`src/rtl/serial_adder_pkg.sv`:
```
// serial_adder_pkg: shared types and helpers for the serial adder slice.
//   state_t    - FSM state encoding {IDLE, RUN, DONE}
//   cnt_width  - step-counter width, clog2(nstep) with a floor of 1
package serial_adder_pkg;

  typedef enum logic [1:0] {
    IDLE = 2'd0,
    RUN  = 2'd1,
    DONE = 2'd2
  } state_t;

  // Counter width for an nstep-long run; a single-step run still needs one bit.
  function automatic int unsigned cnt_width(input int unsigned nstep);
    int unsigned w;
    w = 32'($clog2(nstep));
    if (w < 1) w = 1;
    return w;
  endfunction

endpackage

```
`src/rtl/serial_adder_if.sv`:
```
// serial_adder_if: start/done request bus of the serial adder.
//   master drives start, sub, a, b, ci and observes busy, done, s, co (ovf).
//   slave  (the adder) is the mirror image.
// The ovf signal exists only when SERIAL_ADDER_OVF_EN is defined.
interface serial_adder_if #(
  parameter int unsigned WIDTH = 8
);
  logic             start;
  logic             sub;
  logic [WIDTH-1:0] a;
  logic [WIDTH-1:0] b;
  logic             ci;
  logic             busy;
  logic             done;
  logic [WIDTH-1:0] s;
  logic             co;
`ifdef SERIAL_ADDER_OVF_EN
  logic             ovf;

  modport master (output start, sub, a, b, ci, input busy, done, s, co, ovf);
  modport slave  (input start, sub, a, b, ci, output busy, done, s, co, ovf);
`else
  modport master (output start, sub, a, b, ci, input busy, done, s, co);
  modport slave  (input start, sub, a, b, ci, output busy, done, s, co);
`endif
endinterface

```
`src/rtl/serial_adder_digit_adder.sv`:
```
// digit_adder: combinational DIGIT-bit ripple of full-adder cells.
//   a, b      DIGIT-bit operand slices
//   ci        carry into bit 0
//   s         DIGIT-bit sum
//   co        carry out of the MSB
//   c_msb_in  carry into the MSB (signed-overflow detection)
module digit_adder #(
  parameter int unsigned DIGIT = 1
) (
  input  logic [DIGIT-1:0] a,
  input  logic [DIGIT-1:0] b,
  input  logic             ci,
  output logic [DIGIT-1:0] s,
  output logic             co,
  output logic             c_msb_in
);

  // Full-adder ripple; c[i] is the carry into bit i.
  always_comb begin
    logic [DIGIT:0] c;
    c        = '0;
    s        = '0;
    c[0]     = ci;
    for (int i = 0; i < DIGIT; i++) begin
      s[i]   = a[i] ^ b[i] ^ c[i];
      c[i+1] = (a[i] & b[i]) | (c[i] & (a[i] ^ b[i]));
    end
    co       = c[DIGIT];
    c_msb_in = c[DIGIT-1];
  end

endmodule

```
`src/rtl/serial_adder.sv`:
```
// serial_adder: multi-cycle WIDTH-bit adder/subtractor, DIGIT bits per clock.
//   clk, rst_n  clock and asynchronous active-low reset
//   bus         serial_adder_if slave: start/sub/a/b/ci in, busy/done/s/co out
// Subtraction is a + ~b + ~ci, so co reads as NOT borrow.
// Define SERIAL_ADDER_OVF_EN to add the registered signed-overflow flag bus.ovf.
module serial_adder
  import serial_adder_pkg::*;
#(
  parameter int unsigned WIDTH = 8,
  parameter int unsigned DIGIT = 1
) (
  input logic           clk,
  input logic           rst_n,
  serial_adder_if.slave bus
);

  localparam int unsigned NSTEP = WIDTH / DIGIT;
  localparam int unsigned CW    = cnt_width(NSTEP);

  state_t           state;
  logic [CW-1:0]    cnt;
  logic             carry;
  logic [WIDTH-1:0] opa;
  logic [WIDTH-1:0] opb;
  logic [WIDTH-1:0] acc;

  logic [DIGIT-1:0] sl_s_c;
  logic             sl_co_c;
  logic             sl_cm_c;
  logic [WIDTH-1:0] acc_nxt_c;

  // One digit slice per cycle, fed from the low end of the shifting operands.
  digit_adder #(.DIGIT(DIGIT)) u_digit (
    .a        (opa[DIGIT-1:0]),
    .b        (opb[DIGIT-1:0]),
    .ci       (carry),
    .s        (sl_s_c),
    .co       (sl_co_c),
    .c_msb_in (sl_cm_c)
  );

  // New sum bits enter at the top; after NSTEP steps slice 0 sits at bit 0.
  assign acc_nxt_c = WIDTH'({sl_s_c, acc} >> DIGIT);

`ifndef SERIAL_ADDER_OVF_EN
  logic unused_cm;
  assign unused_cm = sl_cm_c;
`endif

  // FSM and datapath; every output is a register.
  always_ff @(posedge clk or negedge rst_n) begin
    if (!rst_n) begin
      state    <= IDLE;
      cnt      <= '0;
      carry    <= 1'b0;
      opa      <= '0;
      opb      <= '0;
      acc      <= '0;
      bus.busy <= 1'b0;
      bus.done <= 1'b0;
      bus.s    <= '0;
      bus.co   <= 1'b0;
`ifdef SERIAL_ADDER_OVF_EN
      bus.ovf  <= 1'b0;
`endif
    end else begin
      bus.done <= 1'b0;
      case (state)
        RUN: begin
          opa   <= opa >> DIGIT;
          opb   <= opb >> DIGIT;
          acc   <= acc_nxt_c;
          carry <= sl_co_c;
          cnt   <= cnt + CW'(1);
          if (cnt == CW'(NSTEP - 1)) begin
            state    <= DONE;
            bus.busy <= 1'b0;
            bus.done <= 1'b1;
            bus.s    <= acc_nxt_c;
            bus.co   <= sl_co_c;
`ifdef SERIAL_ADDER_OVF_EN
            bus.ovf  <= sl_cm_c ^ sl_co_c;
`endif
          end
        end
        default: begin
          // IDLE and DONE both accept a request; start during RUN is ignored.
          cnt <= '0;
          if (bus.start) begin
            state    <= RUN;
            bus.busy <= 1'b1;
            opa      <= bus.a;
            opb      <= bus.sub ? ~bus.b : bus.b;
            carry    <= bus.ci ^ bus.sub;
          end else begin
            state    <= IDLE;
            bus.busy <= 1'b0;
          end
        end
      endcase
    end
  end

endmodule

```
`src/flat_wrapper.sv`:
```
// flat-port wrapper written by rule: the top's interface ports become plain ports
module serial_adder_flat import serial_adder_pkg::*;
#(
  parameter int unsigned WIDTH = 8,
  parameter int unsigned DIGIT = 1
)
  (clk, rst_n, bus_start, bus_sub, bus_a, bus_b, bus_ci, bus_busy, bus_done, bus_s, bus_co);
  serial_adder_if #(.WIDTH(WIDTH)) bus_i ();
  input logic clk;
  input logic rst_n;
  input wire logic [$bits(bus_i.start)-1:0] bus_start;
  input wire logic [$bits(bus_i.sub)-1:0] bus_sub;
  input wire logic [$bits(bus_i.a)-1:0] bus_a;
  input wire logic [$bits(bus_i.b)-1:0] bus_b;
  input wire logic [$bits(bus_i.ci)-1:0] bus_ci;
  output wire logic [$bits(bus_i.busy)-1:0] bus_busy;
  output wire logic [$bits(bus_i.done)-1:0] bus_done;
  output wire logic [$bits(bus_i.s)-1:0] bus_s;
  output wire logic [$bits(bus_i.co)-1:0] bus_co;
  assign bus_i.start = bus_start;
  assign bus_i.sub = bus_sub;
  assign bus_i.a = bus_a;
  assign bus_i.b = bus_b;
  assign bus_i.ci = bus_ci;
  assign bus_busy = bus_i.busy;
  assign bus_done = bus_i.done;
  assign bus_s = bus_i.s;
  assign bus_co = bus_i.co;
  serial_adder #(.WIDTH(WIDTH), .DIGIT(DIGIT)) u_core (.clk(clk), .rst_n(rst_n), .bus(bus_i));
endmodule
```
`config.mk`:
```
export PLATFORM = sky130hd
export DESIGN_NAME = serial_adder_flat
export DESIGN_NICKNAME = d
export VERILOG_FILES = /design/src/rtl/serial_adder_pkg.sv /design/src/rtl/serial_adder_if.sv /design/src/rtl/serial_adder_digit_adder.sv /design/src/rtl/serial_adder.sv /design/src/flat_wrapper.sv
export SDC_FILE = /design/constraint.sdc
export NUM_CORES = 1
export LEC_CHECK = 0
export ABC_AREA = 1
export CAP_MARGIN = 20
export CORE_AREA = 2 2 69 64
export CTS_CLUSTER_DIAMETER = 40
export DETAILED_ROUTE_END_ITERATION = 8
export DIE_AREA = 0 0 71 66
export PLACE_DENSITY = 0.82
export SLEW_MARGIN = 5
export SYNTH_ARGS = -nofsm -noshare
export SYNTH_HDL_FRONTEND = slang
export SYNTH_SLANG_ARGS = --single-unit
export TNS_END_PERCENT = 5
```
`constraint.sdc`:
```
create_clock -name clk -period 1.45 [get_ports clk]
set_clock_uncertainty 0.2 [all_clocks]
set_input_delay 0.2175 -clock clk [delete_from_list [all_inputs] [get_ports clk]]
set_output_delay 0.2175 -clock clk [all_outputs]
set_load 0.02 [all_outputs]
```
After elaboration in Yosys (flattened, before gate mapping):

Cells that the tools add are included.

* add/subtract/negate cells: 1
* muxes and demuxes: 16
* eq/ne operators: 3
* reductions and logical operators: 2
* bitwise operators: 7

Operator list (number)
* two-way mux 8 bit: 5
* two-way mux 1 bit: 8
* NOT 8 bit: 1
* two-way mux 2 bit: 2
* adder 3 x 1 -> 3 bit (second input constant): 1
* == test 3 bit (second input constant): 1
* two-way mux 3 bit: 1
* XOR 1 bit: 3
* bitwise AND 1 bit: 2
* == test 2 x 1 -> 1 bit (second input constant): 1
* inequality test 2 x 1 -> 1 bit (second input constant): 1
* AND reduction 2 bit: 1
* nonzero test 2 bit: 1
* bitwise OR 1 bit: 1

* word-level logic and storage cells: 39
* input bits: 21
* flip-flop bits (word level): 41
* output and inout port bits: 11

Logic depth before layout (Yosys ltp):

* depth after elaboration: 4
* depth in mapped cells: 6
* depth with buffers taken out: 6

Hierarchy:

A second synthesis with hierarchy kept.

* cells, all modules: 208
* area, all modules: 1780.5 um^2

Modules (own cells, without submodules)
* serial_adder: times used 1, area each 1752.9 um^2, seq. area each 975.9 um^2, cells each 206
* digit_adder: times used 1, area each 27.5 um^2, seq. area each 0.0 um^2, cells each 2

Worst setup path after synthesis:

No wires, ideal clock.

* kind: register to register
* start point: register u_core.state[0]
* end point: register u_core.bus.co
* stages on the path, launching flop included: 7
* arrival: 1.088 ns
* path slack: 0.045 ns
* library setup time: 0.117 ns
* buffers on the path: 1
* period minus slack after synthesis: 1.405 ns
* required time: 1.133 ns
* path through: dfrtp_1 -> inv_2 -> nor2_4 -> nand2_4 -> buf_6 -> nand2_1 -> nand2_1

* word-level cells in the longest chain between the ends: 2

RTL lines
* start: declaration: RTL line serial_adder.sv:20 `state_t state;`
* start signal: assignment: RTL line serial_adder.sv:53 `state <= IDLE;`
* start signal: assignment: RTL line serial_adder.sv:76 `state <= DONE;`
* start signal: assignment: RTL line serial_adder.sv:90 `state <= RUN;`
* == test 2 x 1 -> 1 bit: RTL line serial_adder.sv:68 `case (state)`
* AND reduction 2 bit (no source line)
* end signal: assignment: RTL line serial_adder.sv:80 `bus.co <= sl_co_c;`
* end: declaration: RTL line serial_adder_if.sv:24 `modport slave (input start, sub, a, b, ci, output busy, done, s, co);`

Every way passes these cells.
A chain may end at the register's enable or synchronous reset.

Worst setup path in the final report:

* start point: register u_core.bus.s[3]
* end point: output port bus_s[3]

RTL lines
* start: declaration: RTL line serial_adder_if.sv:24
* start signal: assignment: RTL line serial_adder.sv:79 `bus.s <= acc_nxt_c;`
* end: declaration: RTL line flat_wrapper.sv:18 `output wire logic [$bits(bus_i.s)-1:0] bus_s;`

No word-level cell between the ends.

==> flow_results.org <==
** Yosys
- During synthesis, Yosys emitted a total of 0 warnings.
- Adder-cell area share of the yosys netlist :: 2.54%
- Share of the yosys chip area belonging to registers :: 54.9%
- Fraction of synthesized area in multiplexers :: 0%
- Combinational family with the most area after synthesis :: simple AND/OR/NAND/NOR gates
- Synthesis produced a netlist with a net count of 231.
- Synthesis inferred 39 register bits.
- Summing the areas of all compound-gate instances in the mapped netlist gives 5.92% of the synthesized area.
- Synthesis produced a netlist whose cell count is 207.
- Distinct cell type count of the synthesized netlist :: 18
- Post-Syn Area :: 0.00178 mm²
- Averaged over all synthesized cells, the footprint is 8.58 µm².
- Share of the synthesized netlist area taken by xor and xnor gates :: 0.493%
- Summing the areas of all and, or, nand and nor instances in the mapped netlist gives 28.4% of the synthesized area.

** Run
- Max cap viols :: 0

** Setup path
- CP Data Arrival Time :: 0.99 ns
- On the critical path the largest part of the delay comes from flip-flops.
- In this run the register-to-register setup slack is 0.05 ns.
- Walking the worst path, the cells encountered are dlygate4sd2_1.
- Worst Setup End Kind :: output pin
- Highest net fanout along the worst path :: 2
- STA classifies the critical path startpoint as a register.
- Slowest cell delay on critical path :: 0.38 ns
- Crit path required time :: 1.03 ns
- Cell with the largest stage delay on the worst path :: sky130_fd_sc_hd__dfrtp_1
- Critical register-to-register path endpoint :: u_core.acc[7]$_DFFE_PN0P_
- Count of buffering cells on the critical path with inverters included :: 1
- In this run the critical register-to-register path is launched from u_core.carry$_DFFE_PN0P_.
- The critical path in this run is classified as reg -> out.
- Cell count of the worst reg-to-reg path :: 3

** Global route
- Number of antenna violations at the first check in global routing :: 0
- Congestion Overflow GR :: 0
- Maximum number of pins on one net before global-route repair :: 40
- Global routing used 17.8% of the available tracks.
- Number of global-route vias before repair :: 1434
- The first global-routing pass estimated 6.34 mm of wire.

** Detailed routing
- Dividing the detail-routed via count by the number of cells gives 5.00.
- Routed WL per cell :: 12.5 µm
- For this run, design rule violations remaining after detail routing come to 0.
- For this block, the initial DRC count from the detailed router was 156.
- Count of TritonRoute iterations in the first routing pass :: 4
- The final layout contains routed wiring with a total length of 3.75 mm.
- Once detail routing completed, the nets flagged for antenna violations numbered 0.
- Total vias in the final route :: 1500

** Power and ir drop
- Static leakage power :: 1.24 nW
- Maximum resistive drop on vdd :: 682 µV
- P per Cell Area :: 1910 mW/mm²

** Clock tree
- The clock passes through at most 2 buffers.
- The clock reaches the later pin of the worst-skew pair after 0.29 ns.
- TritonCTS built the clock tree.
- The clock drives 39 sinks.
- Buffers inserted during clock tree synthesis total 5.
- After clock tree synthesis, the clock-pin slew on the worst setup and hold paths is 0.07 ns.
- The root buffer cell chosen for the clock tree is sky130_fd_sc_hd__clkbuf_8.
- Depth of the CTS H-tree :: 2

** Finish
- Layout net count :: 276
- Area Overhead vs Synth :: 33.5%
- The finished cells cover 0.00237 mm².
- Cells with a size suffix above 1 make up 15.1% of the layout.
- 0 antenna diodes ended up in the layout.
- The count of cells in the finished layout, fillers not included, comes to 300.
- Filler cells :: 336

** Die
- The die is 71 µm wide.
- Row Count :: 22
- Y dimension of the die :: 66 µm
- During I/O placement, the number of pins put on the boundary was 32.
- In this run the standard cell core region covers 0.00399 mm².
- Once the floorplan was initialized, standard cells occupied 44.5% of the core.
- The floorplan step defined a die boundary enclosing 0.00469 mm².

** Timing
- The worst path uses 97.1% of the clock period.
- Setup total negative slack on the finished layout was measured at 0 ns.
- Final critical path time including I/O delays and setup :: 1.41 ns
- Final setup viols :: 0
- In this run the tightest slew margin relative to its limit is 85.2%.
- The count of pins over their slew limit came to 0.
- Timing-limited maximum frequency :: 0.710 GHz
- The total count of hold-check failures in the final report is 0.
- At the pin with the least slew margin, the transition time is 0.222 ns.

** Placed design
- # port buffers :: 31
- Detailed placement ended at an HPWL of 2.55 mm.
- The number of placed instances, taps included, is 288.
- Routability-driven placement finished with a final weighted congestion of 0.762.
- Instance area after placement :: 0.00222 mm²

** Run status
- Result of the run :: complete, no violations

** Hold path
- The path class of the tightest hold or removal check is in -> async.
==> through the flow <==
| stage | hold slack, ns | total power (W) | worst slack (ns) | util (%) |
|---|---|---|---|---|
| final | 0.216 | 0.00453 | 0.0415 | 59.4 |
| after global routing | 0.249 | 0.00487 | -0.00193 | 59.4 |
| after CTS | 0.217 | 0.00445 | 0.00370 | 58.1 |
| after detailed placement | 0.00352 | 0.00362 | -0.0318 | 55.5 |
| after global placement | -0.00283 | 0.00355 | 0.0132 | 55.5 |
| after floorplan | -0.278 | 0.00290 | 0.0449 | - |
==> kinds of logic after synthesis <==
group | Yosys count
flip-flops | 39
buffers and inverters | 31
AO/OA/AOI/OAI | 15
AND/OR/NAND/NOR | 118
adder cells (fa/ha/maj) | 3
XOR/XNOR | 1
==> final cells by class <==
| class | count | area [µm²] | share of cell area [%] |
|---|---|---|---|
| sequential | 39 | 976 | 41.2 |
| multi-input combinational | 137 | 673 | 28.4 |
| timing repair buffer | 46 | 473 | 19.9 |
| clock inverter | 1 | 30.0 | 1.27 |
| clock buffer | 6 | 72.6 | 3.06 |
| inverter | 23 | 86.3 | 3.64 |
| tap | 48 | 60.1 | 2.53 |
==> flip-flops by register name, summed over array words and instances, names as in the netlist <==
signal / cells
u_core.bus.s: 8
u_core.bus.done: 1
u_core.opb: 8
u_core.bus.co: 1
u_core.carry: 1
u_core.acc: 7
u_core.opa: 8
u_core.state: 2
u_core.cnt: 3
==> Yosys cell counts <==
| cell | instances | area, µm² |
|---|---|---|
| sky130_fd_sc_hd__a21oi_2 | 1 | 8.76 |
| sky130_fd_sc_hd__buf_2 | 5 | 25.0 |
| sky130_fd_sc_hd__buf_4 | 2 | 15.0 |
| sky130_fd_sc_hd__buf_6 | 1 | 11.3 |
| sky130_fd_sc_hd__dfrtp_1 | 39 | 976 |
| sky130_fd_sc_hd__fa_1 | 1 | 20.0 |
| sky130_fd_sc_hd__ha_1 | 2 | 25.0 |
| sky130_fd_sc_hd__inv_1 | 21 | 78.8 |
| sky130_fd_sc_hd__inv_2 | 2 | 7.51 |
| sky130_fd_sc_hd__nand2_1 | 75 | 282 |
| sky130_fd_sc_hd__nand2_2 | 1 | 6.26 |
| sky130_fd_sc_hd__nand2_4 | 1 | 11.3 |
| sky130_fd_sc_hd__nand3_1 | 35 | 175 |
| sky130_fd_sc_hd__nor2_1 | 5 | 18.8 |
| sky130_fd_sc_hd__nor2_4 | 1 | 11.3 |
| sky130_fd_sc_hd__o21ai_0 | 7 | 35.0 |
| sky130_fd_sc_hd__o21ai_2 | 7 | 61.3 |
| sky130_fd_sc_hd__xor2_1 | 1 | 8.76 |
==> cell usage in the layout (no fill, tap or decap), types with 3 or more instances in the layout <==
cell,n
sky130_fd_sc_hd__nand2_1,75
sky130_fd_sc_hd__dfrtp_1,39
sky130_fd_sc_hd__nand3_1,35
sky130_fd_sc_hd__inv_1,20
sky130_fd_sc_hd__clkdlybuf4s50_1,19
sky130_fd_sc_hd__buf_4,9
sky130_fd_sc_hd__dlygate4sd2_1,8
sky130_fd_sc_hd__o21ai_2,7
sky130_fd_sc_hd__o21ai_0,6
sky130_fd_sc_hd__nor2_1,5
sky130_fd_sc_hd__clkbuf_8,5
sky130_fd_sc_hd__buf_12,4
sky130_fd_sc_hd__inv_2,3
==> power breakdown <==
| part | switching [W] | internal (W) |
|---|---|---|
| sequential | 0.000257 | 0.00154 |
| combinational | 0.00105 | 0.000818 |
| clock | 0.000360 | 0.000504 |
| total | 0.00167 | 0.00286 |
==> worst max-delay path by stage <==
stage | slack (ns) | end | cells past startpoint | startpoint
floorplan | 0.04 | u_core.bus.co$_DFFE_PN0P_ | 6 | u_core.state[0]$_DFFE_PN0P_
global placement | 0.01 | u_core.opb[6]$_DFFE_PN0P_ | 6 | bus_start
detailed placement | -0.03 | u_core.opb[5]$_DFFE_PN0P_ | 6 | bus_sub
CTS | 0.004 | u_core.acc[7]$_DFFE_PN0P_ | 3 | u_core.opa[0]$_DFFE_PN0P_
global route | -0.002 | u_core.bus.s[3]$_DFFE_PN0P_ | 6 | u_core.cnt[0]$_DFF_PN0_
finish | 0.04 | bus_s[3] | 1 | u_core.bus.s[3]$_DFFE_PN0P_
==> per-layer routing <==
layer / GRT usage (%) / share of wire (%) / wire (µm) / up-vias
met3: 4.88 / 3.7 / 138 / 6
met2: 29.7 / 48 / 1810 / 35
met4: 7.31 / 1.9 / 71 / 0
li1: - / - / - / 739
met5: 0 / 0 / 0 / -
met1: 21.8 / 46 / 1730 / 720
==> timing repair <==
| item | CTS | global route |
|---|---|---|
| hold buffers | 1 | 0 |
| gates resized for setup | 14 | 7 |
| setup buffers | 0 | 3 |
| pin swaps | 0 | 4 |
| hold endpoints to repair | 39 | 0 |
| endpoints found under the setup margin | 12 | 14 |
| cloned | 0 | 1 |
Power figures use the tool's default switching activity.
